$ cat src/rtl/mux4_rr_arbiter.sv
// -----------------------------------------------------------------------------
// mux4_rr_arbiter
//
// Round-robin arbiter that drives the select lines of an existing 4:1 mux.
// Four requesters share the mux. Each one keeps it for at most MAX_HOLD
// consecutive cycles before the others get a turn.
//
// Parameters
//   MAX_HOLD   maximum consecutive grant cycles per tenure (1..255)
//
// Ports
//   clk        rising-edge clock
//   rst_n      asynchronous active-low reset (async assert, sync release)
//   req[3:0]   request per source; bit i = requester i = mux input i
//   gnt[3:0]   registered one-hot grant, 4'b0000 when idle
//   s1, s0     registered mux select; {s1,s0} = index of current/last owner
//   busy       registered, equals |gnt
//   new_grant  one-cycle pulse on the first cycle of every new tenure
// -----------------------------------------------------------------------------
module mux4_rr_arbiter #(
  parameter int unsigned MAX_HOLD = 4
) (
  input  logic       clk,
  input  logic       rst_n,
  input  logic [3:0] req,
  output logic [3:0] gnt,
  output logic       s1,
  output logic       s0,
  output logic       busy,
  output logic       new_grant
);

  typedef enum logic {
    IDLE  = 1'b0,
    GRANT = 1'b1
  } state_e;

  // Last cycle value of the hold counter; reaching it ends the tenure.
  localparam logic [7:0] HOLD_LAST = 8'(MAX_HOLD - 1);

  state_e     state_q,     state_d;
  logic [1:0] ptr_q,       ptr_d;
  logic [1:0] owner_q,     owner_d;
  logic [3:0] gnt_q,       gnt_d;
  logic       busy_q,      busy_d;
  logic       new_grant_q, new_grant_d;
  logic [7:0] hold_cnt_q,  hold_cnt_d;

  // Search inputs/results.
  logic [3:0] search_req;
  logic       pick_found;
  logic [1:0] pick_idx;
  logic       owner_req;
  logic       win_valid;
  logic [1:0] win_idx;

  // ---------------------------------------------------------------------------
  // Round-robin search: first set bit in order p, p+1, p+2, p+3 (mod 4).
  // Returns {found, index}.
  // ---------------------------------------------------------------------------
  function automatic logic [2:0] rr_pick(input logic [3:0] r, input logic [1:0] p);
    logic       found;
    logic [1:0] idx;
    logic [1:0] cand;
    found = 1'b0;
    idx   = 2'd0;
    for (int k = 0; k < 4; k++) begin
      cand = p + 2'(k);
      if (!found && r[cand]) begin
        found = 1'b1;
        idx   = cand;
      end
    end
    return {found, idx};
  endfunction

  // While a grant is active the owner is masked out of the search, so a
  // release or expiry hands over to somebody else whenever anybody else asks.
  assign search_req = (state_q == GRANT) ? (req & ~gnt_q) : req;
  assign {pick_found, pick_idx} = rr_pick(search_req, ptr_q);
  assign owner_req  = |(req & gnt_q);

  // ---------------------------------------------------------------------------
  // Next-state / output logic
  // ---------------------------------------------------------------------------
  always_comb begin
    // NOTE: every variable gets a default first so no path leaves it
    // unassigned; an unassigned path in always_comb would infer a latch.
    state_d     = state_q;
    ptr_d       = ptr_q;
    owner_d     = owner_q;
    gnt_d       = gnt_q;
    busy_d      = busy_q;
    new_grant_d = 1'b0;
    hold_cnt_d  = hold_cnt_q;
    win_valid   = 1'b0;
    win_idx     = owner_q;

    unique case (state_q)
      IDLE: begin
        if (pick_found) begin
          win_valid = 1'b1;
          win_idx   = pick_idx;
        end
      end

      GRANT: begin
        if (owner_req && (hold_cnt_q < HOLD_LAST)) begin
          // Continue the current tenure. New requests never pre-empt.
          hold_cnt_d = hold_cnt_q + 8'd1;
        end else if (pick_found) begin
          // Release or expiry with another requester waiting: hand over on
          // the same edge, no idle bubble.
          win_valid = 1'b1;
          win_idx   = pick_idx;
        end else if (owner_req) begin
          // Expiry with nobody else waiting: re-grant as a fresh tenure.
          win_valid = 1'b1;
          win_idx   = owner_q;
        end else begin
          // Owner released and nobody else asks. The select lines keep the
          // last owner so the mux output stays stable.
          state_d = IDLE;
          gnt_d   = 4'b0000;
          busy_d  = 1'b0;
        end
      end

      default: begin
        state_d = IDLE;
        gnt_d   = 4'b0000;
        busy_d  = 1'b0;
      end
    endcase

    if (win_valid) begin
      state_d     = GRANT;
      owner_d     = win_idx;
      gnt_d       = 4'b0001 << win_idx;
      busy_d      = 1'b1;
      new_grant_d = 1'b1;
      hold_cnt_d  = 8'd0;
      ptr_d       = win_idx + 2'd1;
    end
  end

  // ---------------------------------------------------------------------------
  // State registers
  // ---------------------------------------------------------------------------
  // NOTE: reset is asynchronous so asserting rst_n mid-tenure drops the grant
  // at once; every flop here is control state, so all of them are reset.
  always_ff @(posedge clk or negedge rst_n) begin
    if (!rst_n) begin
      state_q     <= IDLE;
      ptr_q       <= 2'd0;
      owner_q     <= 2'd0;
      gnt_q       <= 4'b0000;
      busy_q      <= 1'b0;
      new_grant_q <= 1'b0;
      hold_cnt_q  <= 8'd0;
    end else begin
      // NOTE: non-blocking assignments so every flop samples the values from
      // before this edge, independent of statement order.
      state_q     <= state_d;
      ptr_q       <= ptr_d;
      owner_q     <= owner_d;
      gnt_q       <= gnt_d;
      busy_q      <= busy_d;
      new_grant_q <= new_grant_d;
      hold_cnt_q  <= hold_cnt_d;
    end
  end

  assign gnt       = gnt_q;
  assign s1        = owner_q[1];
  assign s0        = owner_q[0];
  assign busy      = busy_q;
  assign new_grant = new_grant_q;

endmodule

$ cat config.mk
export PLATFORM = sky130hd
export DESIGN_NAME = mux4_rr_arbiter
export DESIGN_NICKNAME = d
export VERILOG_FILES = /design/src/rtl/mux4_rr_arbiter.sv
export SDC_FILE = /design/constraint.sdc
export NUM_CORES = 1
export LEC_CHECK = 0
export ABC_CLOCK_PERIOD_IN_PS = 6300
export BUFFER_PORTS_ARGS = -buffer_cell sky130_fd_sc_hd__buf_2
export CAP_MARGIN = 20
export CELL_PAD_IN_SITES_DETAIL_PLACEMENT = 2
export CELL_PAD_IN_SITES_GLOBAL_PLACEMENT = 2
export CORE_MARGIN = 2
export CORE_UTILIZATION = 25
export CTS_CLUSTER_DIAMETER = 80
export DETAILED_ROUTE_END_ITERATION = 10
export HOLD_SLACK_MARGIN = 0.03
export PLACE_DENSITY = 0.63
export SLEW_MARGIN = 15
export SYNTH_ARGS = -nofsm -noshare
export SYNTH_HDL_FRONTEND = slang
export SYNTH_SLANG_ARGS = --single-unit
$ cat constraint.sdc
create_clock -name clk -period 6.3 [get_ports clk]
set_clock_uncertainty 0.05 [all_clocks]
set_input_delay 0.63 -clock clk [delete_from_list [all_inputs] [get_ports clk]]
set_output_delay 0.63 -clock clk [all_outputs]
set_load 0.005 [all_outputs]
Word-level counts from Yosys, hierarchy flattened
Index checks and enable logic that the tools add are counted.
- add/subtract/negate cells: 5
- multipliers: 0
- divide/modulo/power cells: 0
- order comparisons: 5
- eq/ne operators: 3
- shifts and indexed selects: 1
- muxes and demuxes: 42
- bitwise logic cells: 4
- reductions and logical operators: 12
- operators by type and width (kind ; number):
    $mux W4 ; 6
    $mux W8 ; 3
    $mux W1 ; 21
    $lt A2 B3 Y1 const B ; 4
    $mux W2 ; 6
    $add A8 B1 Y8 const B ; 1
    $and A4 B4 Y4 ; 2
    $bmux W1 S2 ; 4
    $lt A8 B2 Y1 const B ; 1
    $add A2 B1 Y2 const B ; 2
    $add A2 B2 Y2 const B ; 2
    $logic_and A1 B1 Y1 ; 4
    $ne A2 B1 Y1 const B ; 2
    $not A4 Y4 ; 1
    $pmux W2 S2 ; 1
    $reduce_and A4 Y1 ; 1
    $reduce_bool A2 Y1 ; 2
    $reduce_or A4 Y1 ; 1
    $shl A1 B2 Y4 const A ; 1
    $logic_not A1 Y1 ; 3
    $ne A2 B2 Y1 const B ; 1
    $pmux W1 S2 ; 1
    $reduce_and A2 Y1 ; 1
    $not A1 Y1 ; 1
- register bits after elaboration: 19
- latch bits: 0
- memory bits (writable): 0
- bits in read-only memories: 0
- input bits: 6
- output and inout bits: 8
- logic and storage cells: 79
- memories kept: 0

Longest topological paths before layout
Gate-level depths: netlist of run 1.
- word-level depth: 20
- mapped depth: 9
- gate-level depth less buffers: 8

Least setup slack after synthesis of run 1
Ideal clock, no wire load.
- kind: input port to flip-flop
- start point: in req[0]
- end point: reg ptr_q[1]
- library setup time: 0.125 ns
- data arrival time: 2.281 ns
- slack: 3.845 ns
- stages on the path: 7
- cell sequence: a21boi_4 -> nor4_4 -> o21ba_1 -> buf_6 -> mux2_2 -> ha_1 -> mux2_2
- cells in the longest elaborated chain, start to end: 18
- RTL lines (item ; line ; source):
    from (decl) ; 25 ; input logic [3:0] req,
    $and A4 B4 Y4 ; 79 ; assign search_req = (state_q == GRANT) ? (req & ~gnt_q) : req;
    $mux W4 ; 79 ;
    $bmux W1 S2 ; 69 ; if (!found && r[cand]) begin
    $mux W1 (not written as such) ; 69 ;
    $mux W1 ; 69 ;
    $logic_not A1 Y1 ; 69 ;
    $logic_and A1 B1 Y1 ; 69 ;
    $mux W1 ; 69 ;
    [... 3 more ...] ; n/a ;
    $logic_not A1 Y1 ; 69 ;
    $logic_and A1 B1 Y1 ; 69 ;
    $mux W2 / $mux W1 (equally long branches) ; 69 ;
    $mux W2 ; 101, 111 ;
    $mux W2 ; 108 ; if (owner_req && (hold_cnt_q < HOLD_LAST)) begin
    $pmux W2 S2 * ; 99 ; unique case (state_q)
    named net win_idx[0] ; 55 ; logic [1:0] win_idx;
    $add A2 B1 Y2 * ; 143 ; ptr_d = win_idx + 2'd1;
    to (signal assigned) ; 165 ; ptr_q <= ptr_d;
    to (decl) ; 42 ; logic [1:0] ptr_q, ptr_d;
Mark *: on every way through the listed nets, which the timed path passes. The rest lies on a longest branch. The select of a mux whose other input is x is not followed.
A chain may end at the register's enable or synchronous reset.

Worst setup path in the final report of run 1
- start point: reg state_q
- end point: reg ptr_q[1]
- cells in the longest elaborated chain, start to end: 17
- RTL lines (item ; line ; source):
    from (decl) ; 41 ; state_e state_q, state_d;
    from (signal assigned) ; 164 ; state_q <= state_d;
    $mux W4 ; 79 ;
    $bmux W1 S2 ; 69 ;
    $mux W1 (not written as such) ; 69 ;
    $mux W1 ; 69 ;
    $logic_not A1 Y1 ; 69 ;
    $logic_and A1 B1 Y1 ; 69 ;
    $mux W1 ; 69 ;
    $logic_not A1 Y1 ; 69 ;
    [... 2 more ...] ; n/a ;
    $logic_not A1 Y1 ; 69 ;
    $logic_and A1 B1 Y1 ; 69 ;
    $mux W2 / $mux W1 (equally long branches) ; 69 ;
    $mux W2 ; 101, 111 ;
    $mux W2 ; 108 ;
    $pmux W2 S2 * ; 99 ;
    named net win_idx[0] ; 55 ;
    $add A2 B1 Y2 * ; 143 ;
Marked as above.

==> results of run 1 <==
==> state kept, by name, summed over array words and instances, names as in the netlist <==
signal and count:
hold_cnt_q 8, gnt 4, owner_q 2, ptr_q 2, busy 1, new_grant 1
state_q 1
==> layer usage <==
metal / vias to the layer above / routed length (um) / GRT usage, %
met2: 4 / 1390 / 20.4
met4: 0 / 19 / 2.56
li1: 408 / - / -
met1: 434 / 1280 / 13.9
met5: - / 0 / 0
met3: 2 / 47 / 3.03
==> kinds of logic after synthesis <==
logic type               after synthesis
flip-flops                            19
multiplexers                           5
buffers and inverters                 12
XOR/XNOR                               1
AO/OA/AOI/OAI                         37
AND/OR/NAND/NOR                       26
adder cells (fa/ha/maj)                5
==> worst min path at each step <==
stage	depth (start not counted)	slack, ps	startpoint	endpoint
final	1	260	rst_n	hold_cnt_q[4]
after global routing	1	280	rst_n	hold_cnt_q[6]
after CTS	1	270	rst_n	hold_cnt_q[6]
after detailed placement	1	420	busy	busy
after global placement	1	410	busy	busy
after floorplan	0	280	rst_n	busy
==> synth_stat cells, drive strengths merged <==
library cell and n:
a21boi 5, o21bai 1, mux2 3, a32oi 1, nand4b 1, xor2 1, a2bb2oi 1, nand2 8
o32a 2, a21o 1, nor2 7, a22o 6, nor4 2, o21ba 1, o21ai 5, a211oi 2
a21oi 6, a32o 1, nand4 1, nand3 3, nor3 1, dfrtp 19, a31oi 2, ha 5
a21bo 2, inv 7, and2 1, buf 4, o22ai 1, or2 1, and3 1, mux2i 2
clkbuf 1
==> power by group <==
part / internal, uW / switching [uW]
combinational: 150 / 168
sequential: 161 / 52.4
clock: 44.9 / 41.1
==> final cells by class <==
cell class	instances	area share, %
multi-input combinational	74	45.5
sequential	19	38.3
timing repair buffer	13	5.24
tap	52	5.24
clock buffer	4	3.63
inverter	7	2.12
==> critical path: stages, from the launching register on <==
cell and delay, ps:
dfrtp_1 530, a21boi_2 370, o21ai_1 120, a32oi_1 220, nand3_1 210, xor2_1 230, mux2_2 310, ha_1 290
mux2_2 270
==> cell usage in the layout, fill, tap and decap left out, types with 2 or more instances in the layout <==
master	count
ha_1	5
inv_1	7
a21boi_2	3
a22o_1	6
nor2_1	7
nand2_1	8
clkbuf_8	3
a21oi_1	5
mux2_2	3
a211oi_1	2
a31oi_1	2
buf_2	13
o21ai_0	2
dfrtp_1	19
o32a_1	2
a21bo_2	2
o21ai_1	2
mux2i_1	2
nand3_1	3
==> stage by stage <==
stage	total power (uW)	hold WS, ps	cell area (sq um)	setup slack, ps	instances
2_1_floorplan	457	284	1100	3840	105
3_3_place_gp	521	411	1200	3550	165
3_5_place_dp	541	418	1200	3400	165
4_1_cts	630	269	1240	3550	169
5_1_grt	673	282	1240	3430	169
6_report	618	263	1240	3580	169
==> results by group, run 1 <==
Floorplanning
  • FP Rows: 24
  • Ports: 14
  • Initial Utilization: 25.7%
  • Die area: roughly 5000 sq um
  • Die width: around 70 um
  • Die Ht: ~70 um
  • Core area: ~4300 sq um

Worst setup path
  • Worst EP arrival: roughly 2800 ps
  • Worst setup path startpoint: state_q
  • Reg-to-reg critical path startpoint: state_q
  • Worst path required time: 6390 ps
  • CP startpoint kind: flip-flop
  • FF-to-FF path depth: 8
  • Worst Setup EP: ptr_q[1]
  • Critical Path Sink Type: flip-flop
  • R2r setup slk: between 3000 and 4000 ps
  • Worst Path Max Fanout: 9
  • Critical path class: reg -> reg
  • Reg2Reg Capture Point: ptr_q[1]

Yosys
  • Post-synthesis mux area share: roughly 5%
  • Synthesized cell area: around 1100 sq um
  • Area leader, netlist: dfrtp_1
  • Top cell type's share of synthesized area: 43.1%
  • Post-synthesis area per instance: 10.5 sq um
  • Seq cells post-synth: 19
  • Syn Nets: 116
  • Cells after Synth: 105
  • Synth Area in Adders: under 10%
  • Simple-Gate Fraction of Synth Area: about an eighth
  • Sequential fraction of the synthesis area: roughly 43%
  • Dominant cells by area after synthesis: dfrtp_1 (43%), ha_1 (5.7%), a22o_1 (4.8%)
  • Largest family of logic cells by synthesized area: compound AO/OA/AOI/OAI gates
  • Synth Area in Compound Gates: 27.4%
  • Post-Synth XOR/XNOR Area: less than 1%
  • Yosys Warn Count: 0
  • Post-synthesis cell type count: 40

Clock network
  • Post-CTS Setup Repair Bufs: 0
  • Post-CTS sizing: 0
  • Cts bufs inserted: 3
  • Clock Latency Late Sink: 250 ps
  • Cts hold-fix bufs: 0
  • Root buffer cell: clkbuf_8
  • CTS HTree Levels: 1
  • TritonCTS clock tree: yes
  • Worst-path clk slew: roughly 70 ps
  • Clock tree buffer depth: 2
  • CTS sink count: 19

Detailed routing
  • Routed WL: roughly 2700 um
  • Via density: 5.02
  • Post-DR wirelength/cell: between 15 and 20 um
  • Number of routed nets with antenna violations: 0
  • DRC: 0
  • Initial DRC count: 19
  • TritonRoute pass-1 iters: 4
  • Via count: ~850

Layout
  • Area Overhead vs Synth: 12.6%
  • # diodes: 0
  • Sequential cell area: about 480 sq um
  • Fin nets: 129
  • Share of cells above drive strength 1: between 20% and 30%
  • Area of the multi-input gates: 564 sq um
  • Fillers: roughly 490
  • Final Util: around 29%

Global route
  • Vias in the first global route: between 800 and 900
  • Largest net degree at the start of global routing: 20
  • Global-route wire length before repair: approximately 4500 um
  • Overflow after GRT: 0
  • Initial antenna violation count: 0
  • GRT Overall Usage: around 12%

Timing
  • Worst-Margin Slew: between 700 and 800 ps
  • Setup violators final: 0
  • Setup TNS Final: 0 ps
  • RSZ-0062 raised after global routing: false
  • Min Tclk post-route: around 2700 ps
  • Pins Over Slew Limit: 0
  • Relative slew slack: 52.6%
  • Fin crit share: between 40 and 50%
  • Maximum clock rate: ~370 MHz
  • Final Hold Vio Count: 0

Power and ir drop
  • PwrDens: 498 nW/um^2
  • Peak supply drop: roughly 210 uV
  • Leakage: approximately 0.00055 uW

Placement
  • # port buffers: 13
  • HPWL after DPL: around 2100 um
  • GP Congestion: 0.808

Run
  • Max Cap Viol: 0

Outcome
  • Status: complete, no violations

Hold path
  • Hold Path Class: in -> async
(Power assumes the default switching activity.)
==> run 2: changes to the inputs <==
Settings changed: ABC_CLOCK_PERIOD_IN_PS 6300 to 2500, PLACE_DENSITY 0.63 to 0.65.
Clock period 6.3 ns to 2.5 ns, I/O delays scaled along.
==> run 2 against run 1 <==
- die area did not move
- sequential power rose by 150%
- clock-buffer cell count fell by 1
- first-iteration DRC count rose by 68%
- power rose to 2.7 times the previous value
- critical path depth did not move
- core utilization rose by 1.5 points
- cell count rose by 4.7%
- via count rose by 2.2%
- combinational power rose to 2.8 times the previous value
- critical path type unchanged
- largest power group unchanged
- highest routed layer unchanged
==> results by group, run 2 (same netlist as run 1, synthesis figures left out) <==
Floorplanning
  • FP Rows: 24
  • Die area: just under 5000 sq um
  • Die width: roughly 70 um
  • Ports: 14
  • Die Ht: 70.4 um
  • Initial Utilization: between 20% and 30%
  • Core area: approximately 4300 sq um

Timing
  • Final Hold Vio Count: 0
  • Min Tclk post-route: ~2400 ps
  • RSZ-0062 raised after global routing: false
  • Setup TNS Final: 0 ps
  • Relative slew slack: 70.3%
  • Fin crit share: 94.0%
  • Worst-Margin Slew: around 450 ps
  • Setup violators final: 0
  • Maximum clock rate: 425 MHz
  • Setup slack after layout: 150 ps
  • Pins Over Slew Limit: 0
  • Hold slack final: approximately 400 ps

Global route
  • Global-route wire length before repair: ~4800 um
  • Vias in the first global route: between 900 and 1000
  • Initial antenna violation count: 0
  • GRT Overall Usage: roughly 12%
  • Largest net degree at the start of global routing: 20
  • Overflow after GRT: 0

Detailed routing
  • TritonRoute pass-1 iters: 2
  • DR top layer: met4
  • Number of routed nets with antenna violations: 0
  • DRC: 0
  • Via count: between 800 and 900
  • M1 WL: around 1300 um
  • Routed WL: 2800 um
  • Routed wl met3: roughly 53 um
  • Initial DRC count: 32
  • Via density: between 4 and 5
  • Met2 Routed Length: 1430 um
  • Post-DR wirelength/cell: around 16 um

Outcome
  • Status: complete, no violations

Clock network
  • Clock tree buffer depth: 2
  • Post-CTS Setup Repair Bufs: 0
  • CTS sink count: 19
  • TritonCTS clock tree: yes
  • Cts bufs inserted: 3
  • Worst-path clk slew: around 80 ps
  • CTS HTree Levels: 1
  • Clock Latency Late Sink: roughly 260 ps
  • Root buffer cell: clkbuf_8

Placement
  • Pre-CTS WS: 35.4 ps
  • # port buffers: 13
  • HPWL after DPL: around 2200 um
  • Placed insts: 172
  • GP Congestion: 0.774

Layout
  • Cell Count, Final, Fillers Out: between 150 and 200
  • Commonest non-fill, non-tap cell in the layout: dfrtp_1
  • Final Util: between 30% and 40%
  • Fillers: 483
  • Most frequent cells in the layout: dfrtp_1 (18), buf_2 (13), nand2_1 (8)
  • Area Overhead vs Synth: 18.5%
  • Share of cells above drive strength 1: between 30% and 40%
  • Max reg flops: 8
  • Top reg by flops: hold_cnt_q
  • Fin nets: between 100 and 150
  • # diodes: 0

Power and ir drop
  • Leakage: 0.000591 uW
  • PwrDens: approximately 1300 nW/um^2
  • Peak supply drop: 628 uV

Worst setup path
  • R2r setup slk: about 150 ps
  • Worst EP arrival: around 2500 ps
  • CP startpoint kind: flip-flop
  • Critical path class: reg -> reg
  • Worst Path Max Fanout: 9
  • Worst path required time: approximately 2600 ps
  • Critical Path Sink Type: flip-flop

Hold path
  • Hold Path Class: in -> async

Run
  • Max Cap Viol: 0
## run 2: cell types whose count changed in the layout (fill, tap and decap cells not counted)
cell,previous run,this run
clkbuf_1,1,0
clkinv_2,0,1
dlygate4sd3_1,0,1
dfrtp_2,0,1
buf_4,0,7
dfrtp_1,19,18
## run 2: cell type report
type | instances | area [sq um] | share of cell area (%)
clock buffers | 3 | 41.3 | 3.16
clock inverters | 1 | 5.00 | 0.383
inverters | 7 | 26.3 | 2.01
multi-input cells | 74 | 564 | 43.2
flip-flops and latches | 19 | 477 | 36.5
well taps | 52 | 65.1 | 4.98
repair buffers | 21 | 128 | 9.77
## run 2: final timing paths
path                         start       endpoint  depth (start not counted)
max                        state_q       ptr_q[1]                          8
min                          rst_n  hold_cnt_q[4]                          2
max reg2reg                state_q       ptr_q[1]                          8
min reg2reg                   busy           busy                          1
max in group asynchronous    rst_n        state_q                          2
min in group clk              busy           busy                          1
## run 2: layer usage
metal	global-route usage, %	vias up
met2	21.4	9
met1	15.2	432
met4	3.42	0
met5	0	-
li1	-	422
met3	2.60	4
## run 2: what timing repair did
action,in CTS,in global routing
setup endpoints to repair,0,4
endpoints found under the hold margin,19,0
hold buffers,1,0
gates resized for setup,0,1
## run 2: worst max-delay path, stage by stage, from the launching register on
cell and delay [ps]:
dfrtp_2 500, a21boi_4 260, nor2_1 70, a32oi_1 150
nand3_1 150, xor2_1 200, mux2_2 310, ha_1 290
mux2_2 260
## run 2: power breakdown
group	leakage (uW)	internal, uW	switching (uW)	total, uW
Clock	0.0000255	111	110	221
Combinational	0.000327	446	441	887
Sequential	0.000239	406	126	532
## run 2: stage by stage
stage | total power, uW | instance area, sq um
2_1_floorplan | 1150 | 1100
3_3_place_gp | 1400 | 1250
3_5_place_dp | 1450 | 1250
4_1_cts | 1670 | 1310
5_1_grt | 1800 | 1310
6_report | 1640 | 1310
==> run 3: changes to the inputs <==
Settings changed: CORE_UTILIZATION 25 to 29, PLACE_DENSITY 0.65 to 0.73.
==> run 3 against run 2 <==
- setup slack worse by 2.4 ps
- critical path depth did not move
- clock-buffer cell count rose by 1
- combinational power up 4.3%
- fmax fell by 0.10%
==> results by group, run 3 (same netlist as run 1, synthesis figures left out) <==
Worst setup path
  • CP Cell Sequence: a21boi_2, o21ai_1, a32oi_1, nand3_2, xor2_1, mux2_2, ha_1, mux2_2
  • Worst stage delay on the critical path: between 400 and 500 ps
  • Reg2Reg Capture Point: ptr_q[1]
  • CP startpoint kind: flip-flop
  • R2r setup slk: 150 ps
  • Critical path class: reg -> reg
  • FF-to-FF path depth: 8
  • Worst path required time: roughly 2600 ps
  • Most used cell, CP: mux2_2
  • Reg-to-reg critical path startpoint: state_q
  • CP max-delay cell: dfrtp_2
  • Critical Path Sink Type: flip-flop
  • Worst EP arrival: 2450 ps
  • Worst Path Max Fanout: 9

Placement
  • HPWL after DPL: between 2000 and 2500 um
  • Placed Area: approximately 1200 sq um
  • # port buffers: 13
  • GP Congestion: ~0.87
  • Pre-CTS WS: -3.25 ps

Global route
  • Global-route wire length before repair: ~5100 um
  • Initial antenna violation count: 0
  • Vias in the first global route: approximately 1000
  • GRT Overall Usage: approximately 16%
  • Largest net degree at the start of global routing: 20
  • Overflow after GRT: 0

Clock network
  • Root buffer cell: clkbuf_8
  • Worst-path clk slew: 70 ps
  • TritonCTS clock tree: yes
  • Clock tree buffer depth: 2
  • CTS sink count: 19
  • Cts bufs inserted: 3
  • Clock Latency Late Sink: approximately 260 ps
  • CTS HTree Levels: 1

Floorplanning
  • FP Rows: 22
  • Initial Utilization: 30.1%
  • Ports: 14
  • Core area: between 3000 and 4000 sq um
  • Die area: around 4300 sq um
  • Die width: between 60 and 70 um
  • Die Ht: between 60 and 70 um

Power and ir drop
  • Leakage: between 0.0006 and 0.0007 uW
  • Tot Pwr: about 1700 uW
  • PwrDens: 1260 nW/um^2
  • Peak supply drop: between 500 and 600 uV

Detailed routing
  • Initial DRC count: 38
  • Via count: 927
  • Number of routed nets with antenna violations: 0
  • DRC: 0
  • TritonRoute pass-1 iters: 4
  • Via density: ~5.3
  • Routed WL: slightly above 3000 um
  • Post-DR wirelength/cell: 17.4 um

Timing
  • Final Hold Vio Count: 0
  • Worst-Margin Slew: around 460 ps
  • Setup slack after layout: approximately 150 ps
  • Pins Over Slew Limit: 0
  • Maximum clock rate: around 430 MHz
  • Fin crit share: 94.1%
  • Setup violators final: 0
  • Min Tclk post-route: roughly 2400 ps
  • RSZ-0062 raised after global routing: false
  • Relative slew slack: a little over two thirds
  • Hold slack final: around 410 ps

Layout
  • Share of cells above drive strength 1: between 30% and 40%
  • Area of the multi-input gates: roughly 580 sq um
  • # diodes: 0
  • Most frequent cells in the layout: dfrtp_1 (17), buf_2 (13), buf_4 (10)
  • Area Overhead vs Synth: 21.1%
  • Fillers: 396
  • Fin nets: between 100 and 150
  • Commonest non-fill, non-tap cell in the layout: dfrtp_1
  • Sequential cell area: ~480 sq um
  • Post-route cell area: between 1000 and 1500 sq um
  • Max reg flops: 8
  • Top reg by flops: hold_cnt_q

Hold path
  • Hold Path Class: in -> async

Run
  • Max Cap Viol: 0

Outcome
  • Status: complete, no violations
[run 3: changes by cell type in the layout (fill, tap and decap cells not counted), sizes merged]
cell	delta
buf	+3
clkbuf	+1
clkinv	-1
[run 3: worst max path at each step]
stage                  from       end  slack [ps]  cells after the start
floorplan           state_q  ptr_q[1]         200                      9
global placement    state_q  ptr_q[1]         120                      8
detailed placement  state_q  ptr_q[1]          -3                      8
CTS                 state_q  ptr_q[1]          70                      8
global route        state_q  ptr_q[1]           5                      8
finish              state_q  ptr_q[1]         150                      8
[run 3: repair_timing]
| item | in CTS | in global routing |
|---|---|---|
| cloned | 0 | 0 |
| endpoints found under the hold margin | 19 | 0 |
| pin swaps | 1 | 2 |
| hold buffers | 1 | 0 |
| setup endpoints to repair | 1 | 1 |
| resized for setup | 1 | 3 |
| buffers inserted | 1 | 3 |
[run 3: report_power, final]
part	leakage, uW	total (uW)	internal, uW	switching [uW]
combinational	0.000346	925	458	467
clock	0.0000228	216	113	102
sequential	0.000237	544	408	136
[run 3: per-layer routing]
layer / global-route usage (%) / vias to the layer above / share of wire, %
met5: 0 / - / 0
met4: 7.29 / 0 / 2.5
met3: 1.71 / 7 / 1.5
met2: 24.1 / 17 / 47
met1: 21.7 / 472 / 49
li1: - / 431 / -
[run 3: metrics by stage]
step | util, % | instances | setup TNS, ps
floorplan | - | 105 | 0
global placement | 33.8 | 167 | 0
detailed placement | 33.8 | 167 | -3.25
CTS | 35.5 | 173 | 0
global route | 36.5 | 176 | 0
finish | 36.5 | 176 | 0
[run 3: area by class of cell]
type	instances	area share, %
Clock buffer	4	3.37
Inverter	7	1.97
Multi-Input combinational cell	74	43.1
Sequential cell	19	35.8
Tap cell	48	4.50
Timing Repair Buffer	24	11.2
[run 3: worst max-delay path, delay by kind of cell, from the launching register on]
kind            cells  cell delay (ps)
flops               1              490
mux                 2              560
compound gates      3              520
xor+xnor            1              190
fa+ha+maj           1              300
simple gates        1              130
